## src/rtl/issue_exec_stage_alu_pipe.sv

```systemverilog
// ALU issue/execute stage: computes result and flags for one reservation-station
// entry per cycle and buffers them in a DEPTH-entry output FIFO.
// Ports: clk_i/reset_i; reservationStation* operands, command, tag and readyRS_i in,
// stallRS_o out; flush_i; canGo_i in; valid_o and execute* head entry out;
// occupancy_o out.
module issue_exec_stage_alu_pipe #(
  parameter int DATA_W     = 64,
  parameter int CMD_W      = 10,
  parameter int ROBsize    = 32,
  parameter int ROBsizeLog = $clog2(ROBsize + 1),
  parameter int DEPTH      = 2
) (
  input  logic                        clk_i,
  input  logic                        reset_i,
  input  logic [DATA_W-1:0]           reservationStationVal1_i,
  input  logic [DATA_W-1:0]           reservationStationVal2_i,
  input  logic [CMD_W-1:0]            reservationStationCommands_i,
  input  logic [ROBsizeLog-1:0]       reservationStationTag_i,
  input  logic                        readyRS_i,
  output logic                        stallRS_o,
  input  logic                        flush_i,
  input  logic                        canGo_i,
  output logic                        valid_o,
  output logic [DATA_W-1:0]           executeVal_o,
  output logic [CMD_W-1:0]            executeCommands_o,
  output logic [ROBsizeLog-1:0]       executeTag_o,
  output logic [3:0]                  executeFlags_o,
  output logic [$clog2(DEPTH+1)-1:0]  occupancy_o
);

  localparam int PTR_W = $clog2(DEPTH);
  localparam int CNT_W = $clog2(DEPTH + 1);

  localparam logic [2:0] OP_PASS = 3'b000;
  localparam logic [2:0] OP_ADD  = 3'b010;
  localparam logic [2:0] OP_SUB  = 3'b011;
  localparam logic [2:0] OP_AND  = 3'b100;
  localparam logic [2:0] OP_OR   = 3'b101;
  localparam logic [2:0] OP_XOR  = 3'b110;

  logic [DATA_W-1:0] a, b;
  logic [2:0]        op;
  logic [DATA_W-1:0] b_eff;
  logic [DATA_W:0]   sum;
  logic              ovf;
  logic [DATA_W-1:0] res;
  logic              cy;
  logic              vf;
  logic              kill;
  logic [3:0]        flg;

  assign a  = reservationStationVal1_i;
  assign b  = reservationStationVal2_i;
  assign op = reservationStationCommands_i[4:2];

  // Subtract reuses the adder as A + ~B + 1 so carry_out means "no borrow".
  assign b_eff = (op == OP_SUB) ? ~b : b;
  assign sum   = {1'b0, a} + {1'b0, b_eff}
               + {{DATA_W{1'b0}}, (op == OP_SUB)};
  assign ovf   = (a[DATA_W-1] == b_eff[DATA_W-1])
               && (sum[DATA_W-1] != a[DATA_W-1]);

  always_comb begin
    res  = '0;
    cy   = 1'b0;
    vf   = 1'b0;
    kill = 1'b0;
    case (op)
      OP_PASS: res = b;
      OP_ADD, OP_SUB: begin
        res = sum[DATA_W-1:0];
        cy  = sum[DATA_W];
        vf  = ovf;
      end
      OP_AND:  res = a & b;
      OP_OR:   res = a | b;
      OP_XOR:  res = a ^ b;
      default: kill = 1'b1;
    endcase
  end

  // Undefined ops report all-zero flags, including zero.
  assign flg = kill ? 4'b0000
                    : {cy, vf, (res == '0), res[DATA_W-1]};

  logic [DATA_W-1:0]     mem_val [DEPTH];
  logic [CMD_W-1:0]      mem_cmd [DEPTH];
  logic [ROBsizeLog-1:0] mem_tag [DEPTH];
  logic [3:0]            mem_flg [DEPTH];

  logic [PTR_W-1:0] wr_ptr, rd_ptr;
  logic [CNT_W-1:0] count;
  logic             push, pop;

  // stallRS_o depends only on the registered count, never on canGo_i.
  assign stallRS_o   = (count == CNT_W'(DEPTH));
  assign valid_o     = (count != '0);
  assign occupancy_o = count;

  assign push = readyRS_i & ~stallRS_o & ~flush_i;
  assign pop  = valid_o & canGo_i & ~flush_i;

  always_ff @(posedge clk_i or posedge reset_i) begin
    if (reset_i) begin
      wr_ptr <= '0;
      rd_ptr <= '0;
      count  <= '0;
    end else if (flush_i) begin
      wr_ptr <= '0;
      rd_ptr <= '0;
      count  <= '0;
    end else begin
      if (push) wr_ptr <= wr_ptr + PTR_W'(1);
      if (pop)  rd_ptr <= rd_ptr + PTR_W'(1);
      case ({push, pop})
        2'b10:   count <= count + CNT_W'(1);
        2'b01:   count <= count - CNT_W'(1);
        default: count <= count;
      endcase
    end
  end

  always_ff @(posedge clk_i or posedge reset_i) begin
    if (reset_i) begin
      for (int i = 0; i < DEPTH; i++) begin
        mem_val[i] <= '0;
        mem_cmd[i] <= '0;
        mem_tag[i] <= '0;
        mem_flg[i] <= '0;
      end
    end else if (push) begin
      mem_val[wr_ptr] <= res;
      mem_cmd[wr_ptr] <= reservationStationCommands_i;
      mem_tag[wr_ptr] <= reservationStationTag_i;
      mem_flg[wr_ptr] <= flg;
    end
  end

  assign executeVal_o      = mem_val[rd_ptr];
  assign executeCommands_o = mem_cmd[rd_ptr];
  assign executeTag_o      = mem_tag[rd_ptr];
  assign executeFlags_o    = mem_flg[rd_ptr];

endmodule

```

## config.mk

```make
export PLATFORM = sky130hd
export DESIGN_NAME = issue_exec_stage_alu_pipe
export DESIGN_NICKNAME = d
export VERILOG_FILES = /design/src/rtl/issue_exec_stage_alu_pipe.sv
export SDC_FILE = /design/constraint.sdc
export NUM_CORES = 1
export LEC_CHECK = 0
export ABC_CLOCK_PERIOD_IN_PS = 4900
export BUFFER_PORTS_ARGS = -buffer_cell sky130_fd_sc_hd__buf_2
export CAP_MARGIN = 40
export CORE_MARGIN = 5
export CORE_UTILIZATION = 54
export DETAILED_ROUTE_END_ITERATION = 6
export HOLD_SLACK_MARGIN = 0.03
export PLACE_DENSITY_LB_ADDON = 0.12
export REMOVE_ABC_BUFFERS = 1
export SLEW_MARGIN = 15
export SYNTH_ARGS = -nofsm -noshare
export SYNTH_HDL_FRONTEND = slang
export SYNTH_SLANG_ARGS = --single-unit
```

## constraint.sdc

```tcl
create_clock -name clk_i -period 4.9 [get_ports clk_i]
set_input_delay 0.245 -clock clk_i [delete_from_list [all_inputs] [get_ports clk_i]]
set_output_delay 0.245 -clock clk_i [all_outputs]
set_load 0.01 [all_outputs]
```

Word-level counts from Yosys, hierarchy flattened
Index checks and enable logic that the tools add are counted.
W data, S select, Z words.
{"block": "totals", "elab_cells": 87, "ff_bits": 172, "output_inout_bits": 88}
{"block": "op_classes", "addsub": 6, "n_eq_ne": 10, "n_mux": 35, "reduce_logical": 10, "n_bitwise": 12, "magnitude_cmp": 3}
{"cell": "$mux W64", "count": 5}
{"cell": "$pmux W64 S5", "count": 1}
{"cell": "$bwmux W128", "count": 1}
{"cell": "$add A64 B64 Y65", "count": 1}
{"cell": "$add A65 B1 Y65", "count": 1}
{"cell": "$and A64 B64 Y64", "count": 1}
{"cell": "$demux W64 S1", "count": 1}
{"cell": "$logic_not A64 Y1", "count": 1}
{"cell": "$not A64 Y64", "count": 1}
{"cell": "$or A64 B64 Y64", "count": 1}
{"cell": "$xor A64 B64 Y64", "count": 1}
{"cell": "$mux W10", "count": 4}
{"cell": "$mux W6", "count": 4}
{"cell": "$bwmux W20", "count": 1}
{"cell": "$mux W4", "count": 5}
{"cell": "$bwmux W12", "count": 1}
{"cell": "$demux W10 S1", "count": 1}
{"cell": "$eq A3 B3 Y1 const B", "count": 3}
{"cell": "$bwmux W8", "count": 1}
{"cell": "$demux W6 S1", "count": 1}
{"cell": "$eq A3 B2 Y1 const B", "count": 2}
{"cell": "$mux W1", "count": 6}
{"cell": "$reduce_bool A2 Y1", "count": 3}
{"cell": "$reduce_or A6 Y1", "count": 1}
{"cell": "other kinds (19)", "count": 28}

Logic depth before layout (Yosys ltp)
Gate-level depths: netlist of the first run.
{"block": "logic_depth", "depth_word": 9, "ltp_mapped": 23, "ltp_nobuf": 16}

Least setup slack after synthesis of the first run
No wires, ideal clock.
{"block": "synth_path", "kind": "input -> register", "from": "in reservationStationCommands_i[4]", "to": "reg mem_flg[5] (netlist name)", "path_slack_ns": -0.555, "stages": 23, "setup_ns": 0.095, "arrival_ns": 5.360, "path_cell_list": "buf_2 > nor2b_1 > clkbuf_1 > buf_2 > buf_1 > clkbuf_1 > nand2_1 > clkbuf_1 > xnor2_1 > ha_1 > buf_2 > nand2_1 > o21ai_0 > o21ai_0 > a2111oi_0 > a21boi_0 > o21ai_1 > o31ai_1 > xor2_1 > a21o_1 > nor4_1 > nand4_1 > o31ai_1"}
{"block": "synth_via", "elab_chain_len": 8}
{"element": "start: declaration", "line": "17", "rtl": "input logic [CMD_W-1:0] reservationStationCommands_i,"}
{"element": "$eq A3 B2 Y1", "line": "57, 59, 68"}
{"element": "$mux W64", "line": "57", "rtl": "assign b_eff = (op == OP_SUB) ? ~b : b;"}
{"element": "$add A64 B64 Y65", "line": "58", "rtl": "assign sum = {1'b0, a} + {1'b0, b_eff}"}
{"element": "$add A65 B1 Y65", "line": "59", "rtl": "+ {{DATA_W{1'b0}}, (op == OP_SUB)};"}
{"element": "$pmux W64 S5", "line": "68", "rtl": "case (op)"}
{"element": "$logic_not A64 Y1", "line": "84", "rtl": ": {cy, vf, (res == '0), res[DATA_W-1]};"}
{"element": "$mux W4 (*)", "line": "83", "rtl": "assign flg = kill ? 4'b0000"}
{"element": "$bwmux W8 (*)", "line": "135", "rtl": "mem_flg[wr_ptr] <= flg;"}
{"element": "end signal: indexed assignment", "line": "135"}
{"element": "end: declaration", "line": "89", "rtl": "logic [3:0] mem_flg [DEPTH];"}
Mark *: on every way between the ends. The rest lies on a longest branch, timed or not.
A chain may end at the register's enable or synchronous reset.

Worst setup path after layout of the first run
{"block": "layout_path", "from": "in reservationStationCommands_i[3]", "to": "reg mem_flg[5] (netlist name)"}
The elaborated chain is that of the path after synthesis.

==> summary.txt, run 1 <==
Run status
  – Status: finished clean

Job
  – Max-cap viol count: 0

Yosys
  – Sequential area share after synthesis: 25.6%
  – Most frequent cell after synthesis: nand2_1
  – Area contributors post-synth: dfrtp_1 (26%), ha_1 (15%), mux2_2 (8.6%)
  – Syn. warnings: 0
  – Synth Register Bits: 172
  – Ys flop type: dfrtp_1
  – Top cell type's share of synthesized area: 25.6%
  – Number of synthesized flops with an enable pin: 0
  – Synth Instances: 2053
  – Syn Area/Cell: 8.19 sq um
  – Largest area contributor in the netlist: dfrtp_1
  – Synth Cell Area: 16800 sq um
  – Synth cell count leaders: nand2_1 (324), ha_1 (206), dfrtp_1 (172), o21ai_0 (168), inv_1 (141)
  – Asr flop ratio synth: 100%
  – Unique masters post-synth: 84

Global route
  – Total global-route track usage: 33.1%
  – Number of global-route vias before repair: 16100
  – Largest net degree at the start of global routing: 82
  – Global-route wire length before repair: 92200 microns
  – Initial antenna violation count: 4
  – Global-route congestion overflow total: 0

Floorplanning
  – Core Box Area: 30700 sq um
  – IO Pins: 237
  – Die Wd: 186 microns
  – Die Y: 186 microns
  – Starting density of the core: 54.8%
  – DIE AREA: 34800 sq um
  – Site row count: 64

Routing
  – Final Routed Wirelength: 59500 microns
  – DR DRC count: 0
  – Initial DRC Count: 1499
  – Via count: 16600
  – Via density: 6.17
  – Routed Antenna Nets: 0
  – Pre-Repair DR Iteration Count: 5
  – Drt wl/cell: 22.2 microns

Clock network
  – Post-CTS setup buffer count: 0
  – H-tree Lvls: 4
  – Longest Clk Path Bufs: 2
  – CTS tree: yes
  – CTS sink cnt: 172
  – Root Buffer: clkbuf_16
  – Worst-path clk slew: 70 ps
  – Inserted Clock Buffers: 17
  – Clk Latency, worst-skew pair: 470 ps

STA
  – Achievable Freq: 215 MHz
  – Post-layout min period: 4650 ps
  – Worst Tran Pin Value: 879 ps
  – Final setup fails: 0
  – Worst Skew: 12.5 ps
  – RSZ-0062 raised after global routing: no
  – Final Max Tran Viols: 0
  – Tcrit/Tclk final: 94.9%
  – Final Hold Fails: 0
  – Slew margin rel.: 41.4%

Worst setup path
  – Required @ worst endpoint: 5270 ps
  – Slowest cell delay on critical path: 540 ps
  – CP max FO: 24
  – Cell Chain, Critical Path: buf_2, nor2b_4, nand2_4, buf_4, buf_4, xnor2_1, ha_1, a21oi_1, o21ai_0, a21oi_1, o21ai_0, o21ba_1, xnor2_1, a21oi_1, and4_1, and4_1, nand4_1, o31ai_1
  – Worst Path Class, Setup: in2reg
  – Top cell by count, worst path: a21oi_1
  – Worst EP arrival: 5020 ps
  – Critical Path Source Type: input pin
  – Slowest cell on crit path: a21oi_1
  – Worst setup EP type: flop

Power and ir drop
  – Pwr Total: 6.03 mW
  – IR drop worst, VDD: 258 uV
  – Leakage: 9.49 nW
  – Pwr/cell area: 311 nW/um^2

Placed design
  – Hpwl dp: 45900 microns
  – Port bufs: 236
  – Routability Congestion: 1.01

Cells and area
  – Synth-to-Final Area Change: 15.4%
  – Fraction of layout cells with a size suffix above 1: 22.2%
  – Layout Nets: 2629
  – Fin util: 63.3%

Hold path
  – Worst min path class: in2reg
-- timing repair --
| action | CTS | global route |
|---|---|---|
| gates resized for setup | 0 | 2 |
| hold buffers | 15 | 0 |
| endpoints found under the hold margin | 49 | 0 |
| setup endpoints to repair | 0 | 2 |
-- where the power goes --
group / internal [mW] / switching (mW) / leakage, nW
registers: 1.80 / 0.207 / 2.19
clock network: 0.738 / 0.700 / 0.298
logic: 1.06 / 1.52 / 7.00
-- path summary, 6_finish.rpt --
path / startpoint / endpoint / slack [ps] / cells after the start
min: readyRS_i / occupancy_o[0] / 110 / 3
min in group asynchronous: reset_i / mem_val[15] / 300 / 3
min reg2reg: mem_val[77] / mem_val[77] / 470 / 2
max: reservationStationCommands_i[3] / mem_flg[5] / 250 / 18
max reg2reg: occupancy_o[0] / mem_tag[1] / 2440 / 6
max in group asynchronous: reset_i / mem_val[60] / 3390 / 5
-- flip-flops by register name, summed over array words and instances, names as in the netlist --
name and flops:
mem_cmd 20, mem_val 128, rd_ptr 1, mem_flg 8, wr_ptr 1, occupancy_o 2
mem_tag 12
-- cells in the final DEF (no fill, tap or decap), drive strengths merged, types with 10 or more instances in the layout --
master       instances
clkbuf              17
o21ai              181
a211oi              19
buf                301
dfrtp              172
a21o                11
and4                10
nor2               114
nor3                25
o22ai               16
nand2              326
dlygate4sd3         15
nand3               15
a22oi               33
or3                 10
xnor2               89
xor2                24
ha                 206
and3                13
nand4               42
o21a                21
mux2i               22
mux2               129
o211ai              33
a21oi              144
inv                150
a31oi               11
-- layout make-up --
type / count / area (sq um)
Antenna cell: 2 / 5.00
Sequential cell: 172 / 4310
Tap cell: 396 / 495
Clock buffer: 17 / 425
Inverter: 141 / 534
Timing Repair Buffer: 316 / 1880
Fill cell: 2691 / 11300
Multi-Input combinational cell: 1625 / 11600
Clock inverter: 15 / 191
-- stage by stage --
| step | TNS [ps] | area, sq um | worst slack [ps] | hold slack [ps] | instances |
|---|---|---|---|---|---|
| floorplan | -331540 | 16300 | -3300 | 311 | 1938 |
| global placement | -129 | 18600 | -76.5 | 451 | 2633 |
| detailed placement | -330 | 18600 | -202 | 224 | 2635 |
| CTS | 0 | 19400 | 303 | 86.6 | 2682 |
| global route | 0 | 19400 | 1.69 | 136 | 2684 |
| finish | 0 | 19400 | 249 | 113 | 2684 |
-- cells by family after synthesis --
| kind of cell | synth area share, % |
|---|---|
| AND/OR/NAND/NOR | 16.4 |
| AO/OA/AOI/OAI | 20.7 |
| XOR/XNOR | 5.88 |
| adder cells (fa/ha/maj) | 15.4 |
| flip-flops | 25.6 |
| multiplexers | 9.95 |
| buffers and inverters | 5.97 |
-- worst max-delay path: cells and delay by family --
family | cells | cell delay [ps]
buf+inv | 3 | 930
fa+ha+maj | 1 | 390
simple gates | 5 | 1190
xor+xnor | 2 | 210
compound gates | 7 | 2040
-- routing by layer --
| metal | vias up | global-route usage [%] | wire length [microns] |
|---|---|---|---|
| li1 | 7697 | - | - |
| met1 | 7961 | 48.0 | 26500 |
| met2 | 782 | 49.2 | 25400 |
| met3 | 112 | 7.83 | 5730 |
| met4 | 4 | 9.70 | 1760 |
| met5 | - | 1.65 | 83 |
Note: power is estimated with default switching activity, not from simulation.
==> inputs of run 2 (changes only) <==
--- a/config.mk
+++ b/config.mk
@@ -11,9 +11,9 @@
 export CORE_MARGIN = 5
 export CORE_UTILIZATION = 54
 export DETAILED_ROUTE_END_ITERATION = 6
+export GPL_ROUTABILITY_DRIVEN = 0
 export HOLD_SLACK_MARGIN = 0.03
 export PLACE_DENSITY_LB_ADDON = 0.12
-export REMOVE_ABC_BUFFERS = 1
 export SLEW_MARGIN = 15
 export SYNTH_ARGS = -nofsm -noshare
 export SYNTH_HDL_FRONTEND = slang
==> summary.txt, run 2 (synthesis gave the netlist of run 1 again) <==
Run status
  – Status: finished clean

Worst setup path
  – Top cell by count, worst path: o21ai_0
  – Origin of the critical flop-to-flop path: occupancy_o[0]
  – Slowest cell delay on critical path: 470 ps
  – Worst setup EP type: flop
  – Crit Reg-Reg Endpoint: mem_val[56]
  – Critical Path Source Type: input pin
  – Worst path buffer plus inverter count: 2
  – Crit-path leading delay family: compound AO/OA/AOI/OAI gates
  – CP max FO: 18
  – Worst EP arrival: 4760 ps
  – R2R Setup Slk: 2380 ps
  – Worst path depth: 18
  – Worst Path Class, Setup: in2reg
  – Slowest cell on crit path: a2111oi_0
  – Required @ worst endpoint: 5230 ps
  – Worst reg2reg path depth: 6
  – Cell Chain, Critical Path: buf_2, nor2b_4, nand2_4, xnor2_1, ha_1, nand2_1, o21ai_0, o21ai_0, a2111oi_0, buf_4, a21boi_0, o21ai_1, o221ai_1, xnor2_1, o21ai_0, nor4_1, nand4_1, o31ai_1

Power and ir drop
  – Combinational group share of total power: 42.4%
  – Switch Pwr: 2.25 mW
  – Power share of the sequential group: 34.2%
  – Leakage: 9.27 nW
  – P_int: 3.62 mW
  – IR drop worst, VDD: 241 uV
  – Switching Fraction: 38.4%
  – Pwr/cell area: 309 nW/um^2
  – Clk pwr share: 23.4%

Floorplanning
  – Starting density of the core: 54.8%
  – Die Y: 186 microns
  – IO Pins: 237
  – Core Box Area: 30700 sq um
  – DIE AREA: 34800 sq um
  – Die Wd: 186 microns
  – Site row count: 64

STA
  – Final setup fails: 0
  – Achievable Freq: 226 MHz
  – Worst Tran Pin Value: 947 ps
  – Worst Skew: 10.7 ps
  – Post-layout min period: 4430 ps
  – Final Max Tran Viols: 0
  – Tcrit/Tclk final: 90.4%
  – Setup_tns: 0 ps
  – Slew margin rel.: 36.9%
  – RSZ-0062 raised after global routing: no
  – Final Hold Fails: 0

Cells and area
  – Largest Register: mem_val
  – Fin area: 19000 sq um
  – Leading cell types in the layout, fill and taps excluded: nand2_1 (322), buf_2 (236), ha_1 (206)
  – Synth-to-Final Area Change: 13.1%
  – Max reg flops: 128
  – Fraction of layout cells with a size suffix above 1: 20.9%
  – Layout Nets: 2588
  – Top flop regs: mem_val: 128 flops, mem_cmd: 20 flops, mem_tag: 12 flops
  – Commonest non-fill, non-tap cell in the layout: nand2_1

Clock network
  – CTS tree: yes
  – Worst-path clk slew: 70 ps
  – CTS sink cnt: 172
  – Inserted Clock Buffers: 17
  – Root Buffer: clkbuf_16
  – Longest Clk Path Bufs: 2
  – Post-CTS setup buffer count: 0
  – Clk Latency, worst-skew pair: 420 ps
  – Post-CTS Resized: 0
  – H-tree Lvls: 4

Hold path
  – Hold Path Origin: reservationStationCommands_i[0]
  – Hold endpoint: mem_cmd[10]
  – Hold Path Depth: 3
  – Worst min path class: in2reg

Placed design
  – Port bufs: 236
  – Hpwl dp: 42000 microns
  – Area after DPL: 18300 sq um

Routing
  – Final Routed Wirelength: 54800 microns
  – Routed Antenna Nets: 0
  – Drt wl/cell: 20.7 microns
  – Via count: 16300
  – Initial DRC Count: 1647
  – Pre-Repair DR Iteration Count: 6
  – Via density: 6.18
  – DR DRC count: 0

Job
  – Max-cap viol count: 0

Global route
  – Global-route wire length before repair: 85600 microns
  – Global-route congestion overflow total: 0
  – Largest net degree at the start of global routing: 173
  – Initial antenna violation count: 1
  – Total global-route track usage: 29.9%
  – Number of global-route vias before repair: 15500

Yosys
  – Syn nets: 2409
-- run 2: cell type report --
cell class,instances,area (sq um)
inverter,141,533
clock inverter,13,166
timing repair buffer,275,1540
multi-input combinational,1625,11600
tap,396,495
clock buffer,19,433
fill,2721,11600
antenna,1,2.50
sequential,172,4310
-- run 2: what timing repair did --
item,in CTS,in global routing
hold endpoints to repair,8,0
setup endpoints to repair,0,0
hold buffers,8,0
-- run 2: per-layer routing --
layer	GRT usage (%)	up-vias	wire length (microns)
met5	0	-	0
met4	7.65	0	1650
met3	6.18	135	5230
met2	45.9	805	23700
met1	43.3	7794	24200
li1	-	7605	-
-- run 2: metrics by stage --
| stage | std cells | power (mW) | util, % | worst slack [ps] | hold slack (ps) |
|---|---|---|---|---|---|
| final | 2642 | 5.88 | 62.1 | 471 | 43.6 |
| after global routing | 2642 | 6.23 | 62.1 | 205 | 42.5 |
| after CTS | 2641 | 5.86 | 62.0 | 579 | 32.3 |
| after detailed placement | 2601 | 4.47 | 59.8 | 157 | 459 |
| after global placement | 2600 | 4.39 | 59.7 | 302 | 453 |
| after floorplan | 2053 | 3.61 | - | 71.5 | 311 |
-- run 2: worst min-delay path: cells and delay by family --
kind | cells | cell delay, ps
simple gates | 2 | 90
buf+inv | 1 | 80
-- run 2: worst max path at each step --
stage	from	end	slack, ps
2_1_floorplan	reservationStationCommands_i[4]	mem_flg[1]	70
3_3_place_gp	reservationStationCommands_i[4]	mem_flg[5]	300
3_5_place_dp	reservationStationCommands_i[4]	mem_flg[5]	160
4_1_cts	reservationStationCommands_i[4]	mem_flg[5]	580
5_1_grt	reservationStationCommands_i[4]	mem_flg[5]	210
6_report	reservationStationCommands_i[4]	mem_flg[5]	470
-- run 2: power groups by stage --
stage,Sequential (mW),Combinational [mW],Clock [mW]
after floorplan,1.96,1.65,0
after global placement,2.01,2.38,0
after detailed placement,2.03,2.43,0
after CTS,2.01,2.46,1.39
after global routing,2.06,2.72,1.45
final,2.01,2.49,1.37
==> inputs of run 3 (changes only) <==
--- a/config.mk
+++ b/config.mk
@@ -8,7 +8,7 @@
 export ABC_CLOCK_PERIOD_IN_PS = 4900
 export BUFFER_PORTS_ARGS = -buffer_cell sky130_fd_sc_hd__buf_2
 export CAP_MARGIN = 40
-export CORE_MARGIN = 5
+export CORE_MARGIN = 10
 export CORE_UTILIZATION = 54
 export DETAILED_ROUTE_END_ITERATION = 6
 export GPL_ROUTABILITY_DRIVEN = 0
==> summary.txt, run 3 (synthesis gave the netlist of run 1 again) <==
Run status
  – Status: finished clean

Cells and area
  – Fin cells: 2649
  – Layout Nets: 2594
  – Largest Register: mem_val
  – Max reg flops: 128
  – Commonest non-fill, non-tap cell in the layout: nand2_1
  – Top flop regs: mem_val: 128 flops, mem_cmd: 20 flops, mem_tag: 12 flops
  – Fin util: 62.2%
  – Leading cell types in the layout, fill and taps excluded: nand2_1 (322), buf_2 (236), ha_1 (206)
  – Fraction of layout cells with a size suffix above 1: 21.0%
  – Synth-to-Final Area Change: 13.5%

Routing
  – Via count: 16100
  – DR DRC count: 0
  – Routed Antenna Nets: 0
  – Pre-Repair DR Iteration Count: 6
  – Drt wl/cell: 21.0 microns
  – Initial DRC Count: 1865
  – Via density: 6.10
  – Final Routed Wirelength: 55700 microns

STA
  – Slack of the critical path: 432 ps
  – Worst Tran Pin Value: 955 ps
  – Worst Skew: 8.75 ps
  – RSZ-0062 raised after global routing: no
  – Final setup fails: 0
  – Slew margin rel.: 36.3%
  – Final Max Tran Viols: 0
  – Tcrit/Tclk final: 91.2%
  – Setup_tns: 0 ps
  – Post-layout min period: 4470 ps
  – Final Hold Fails: 0
  – Achievable Freq: 224 MHz

Placed design
  – Worst slack, placed: 179 ps
  – Dpl cells: 2602
  – Port bufs: 236
  – Hpwl dp: 43200 microns

Clock network
  – Inserted Clock Buffers: 17
  – Clk Latency, worst-skew pair: 420 ps
  – CTS sink cnt: 172
  – Root Buffer: clkbuf_16
  – CTS tree: yes
  – H-tree Lvls: 4
  – Longest Clk Path Bufs: 2
  – Post-CTS setup buffer count: 0
  – Worst-path clk slew: 70 ps

Global route
  – Largest net degree at the start of global routing: 173
  – Initial antenna violation count: 5
  – Total global-route track usage: 27.8%
  – Global-route congestion overflow total: 0
  – Global-route wire length before repair: 86900 microns
  – Number of global-route vias before repair: 15500

Yosys
  – Syn nets: 2409

Floorplanning
  – Die Y: 196 microns
  – IO Pins: 237
  – Site row count: 64
  – Die Wd: 196 microns
  – DIE AREA: 38600 sq um
  – Core Box Area: 30700 sq um
  – Starting density of the core: 54.8%

Hold path
  – Worst min path class: in2reg

Power and ir drop
  – IR drop worst, VDD: 216 uV
  – Pwr/cell area: 309 nW/um^2
  – Pwr Total: 5.90 mW
  – Leakage: 9.30 nW

Worst setup path
  – Worst setup EP type: flop
  – CP max FO: 21
  – Critical Path Source Type: input pin
  – Worst Path Class, Setup: in2reg
  – Required @ worst endpoint: 5220 ps
  – Worst EP arrival: 4790 ps

Job
  – Max-cap viol count: 0
-- run 3: area by class of cell --
cell class	count	area, sq um
multi-input cells	1625	11600
clock inverters	14	181
repair buffers	281	1580
inverters	141	533
diodes	3	7.51
well taps	396	495
clock buffers	17	425
flip-flops and latches	172	4310
fillers	2812	11600
-- run 3: power by group --
group          switching (mW)  internal, mW
clock                   0.576         0.812
combinational            1.49          1.01
sequential              0.204          1.81
total                    2.27          3.63
-- run 3: routing by layer --
layer / vias to the layer above / track usage (%) / share of wire, %
met2: 708 / 42.6 / 44
met3: 100 / 5.47 / 8.8
li1: 7615 / - / -
met4: 2 / 7.58 / 2.4
met5: - / 0 / 0.025
met1: 7722 / 38.9 / 45
-- run 3: metrics by stage --
stage / hold WS (ps) / instance area (sq um)
floorplan: 311 / 16800
global placement: 450 / 18300
detailed placement: 454 / 18300
CTS: 33.5 / 19100
global route: 51.9 / 19100
finish: 46.0 / 19100
-- run 3: repair_timing --
item | in CTS | in global routing
resized for setup | 0 | 0
endpoints found under the hold margin | 12 | 0
hold buffers | 12 | 0
-- run 3: final timing paths --
check | startpoint | to | slack (ps) | cells after the start
min in group asynchronous | reset_i | mem_val[64] | 60 | 3
worst max-delay path | reservationStationCommands_i[4] | mem_flg[1] | 430 | 18
worst max register to register | occupancy_o[0] | mem_flg[5] | 2480 | 7
worst min-delay path | reservationStationCommands_i[8] | mem_cmd[18] | 50 | 3
worst min register to register | mem_cmd[17] | mem_cmd[17] | 470 | 2
max in group asynchronous | reset_i | mem_val[55] | 4100 | 3
-- run 3: worst max-delay path: stages --
cell	delay [ps]
buf_2	120
nor2b_4	130
nand2_4	240
xnor2_1	210
ha_1	460
nand2_1	150
o21ai_0	290
o21ai_0	220
a2111oi_0	490
buf_4	190
a21boi_0	280
o21ai_1	270
xnor2_1	210
a21oi_1	430
and4b_1	260
and4_1	190
nand4_1	140
o31ai_2	270
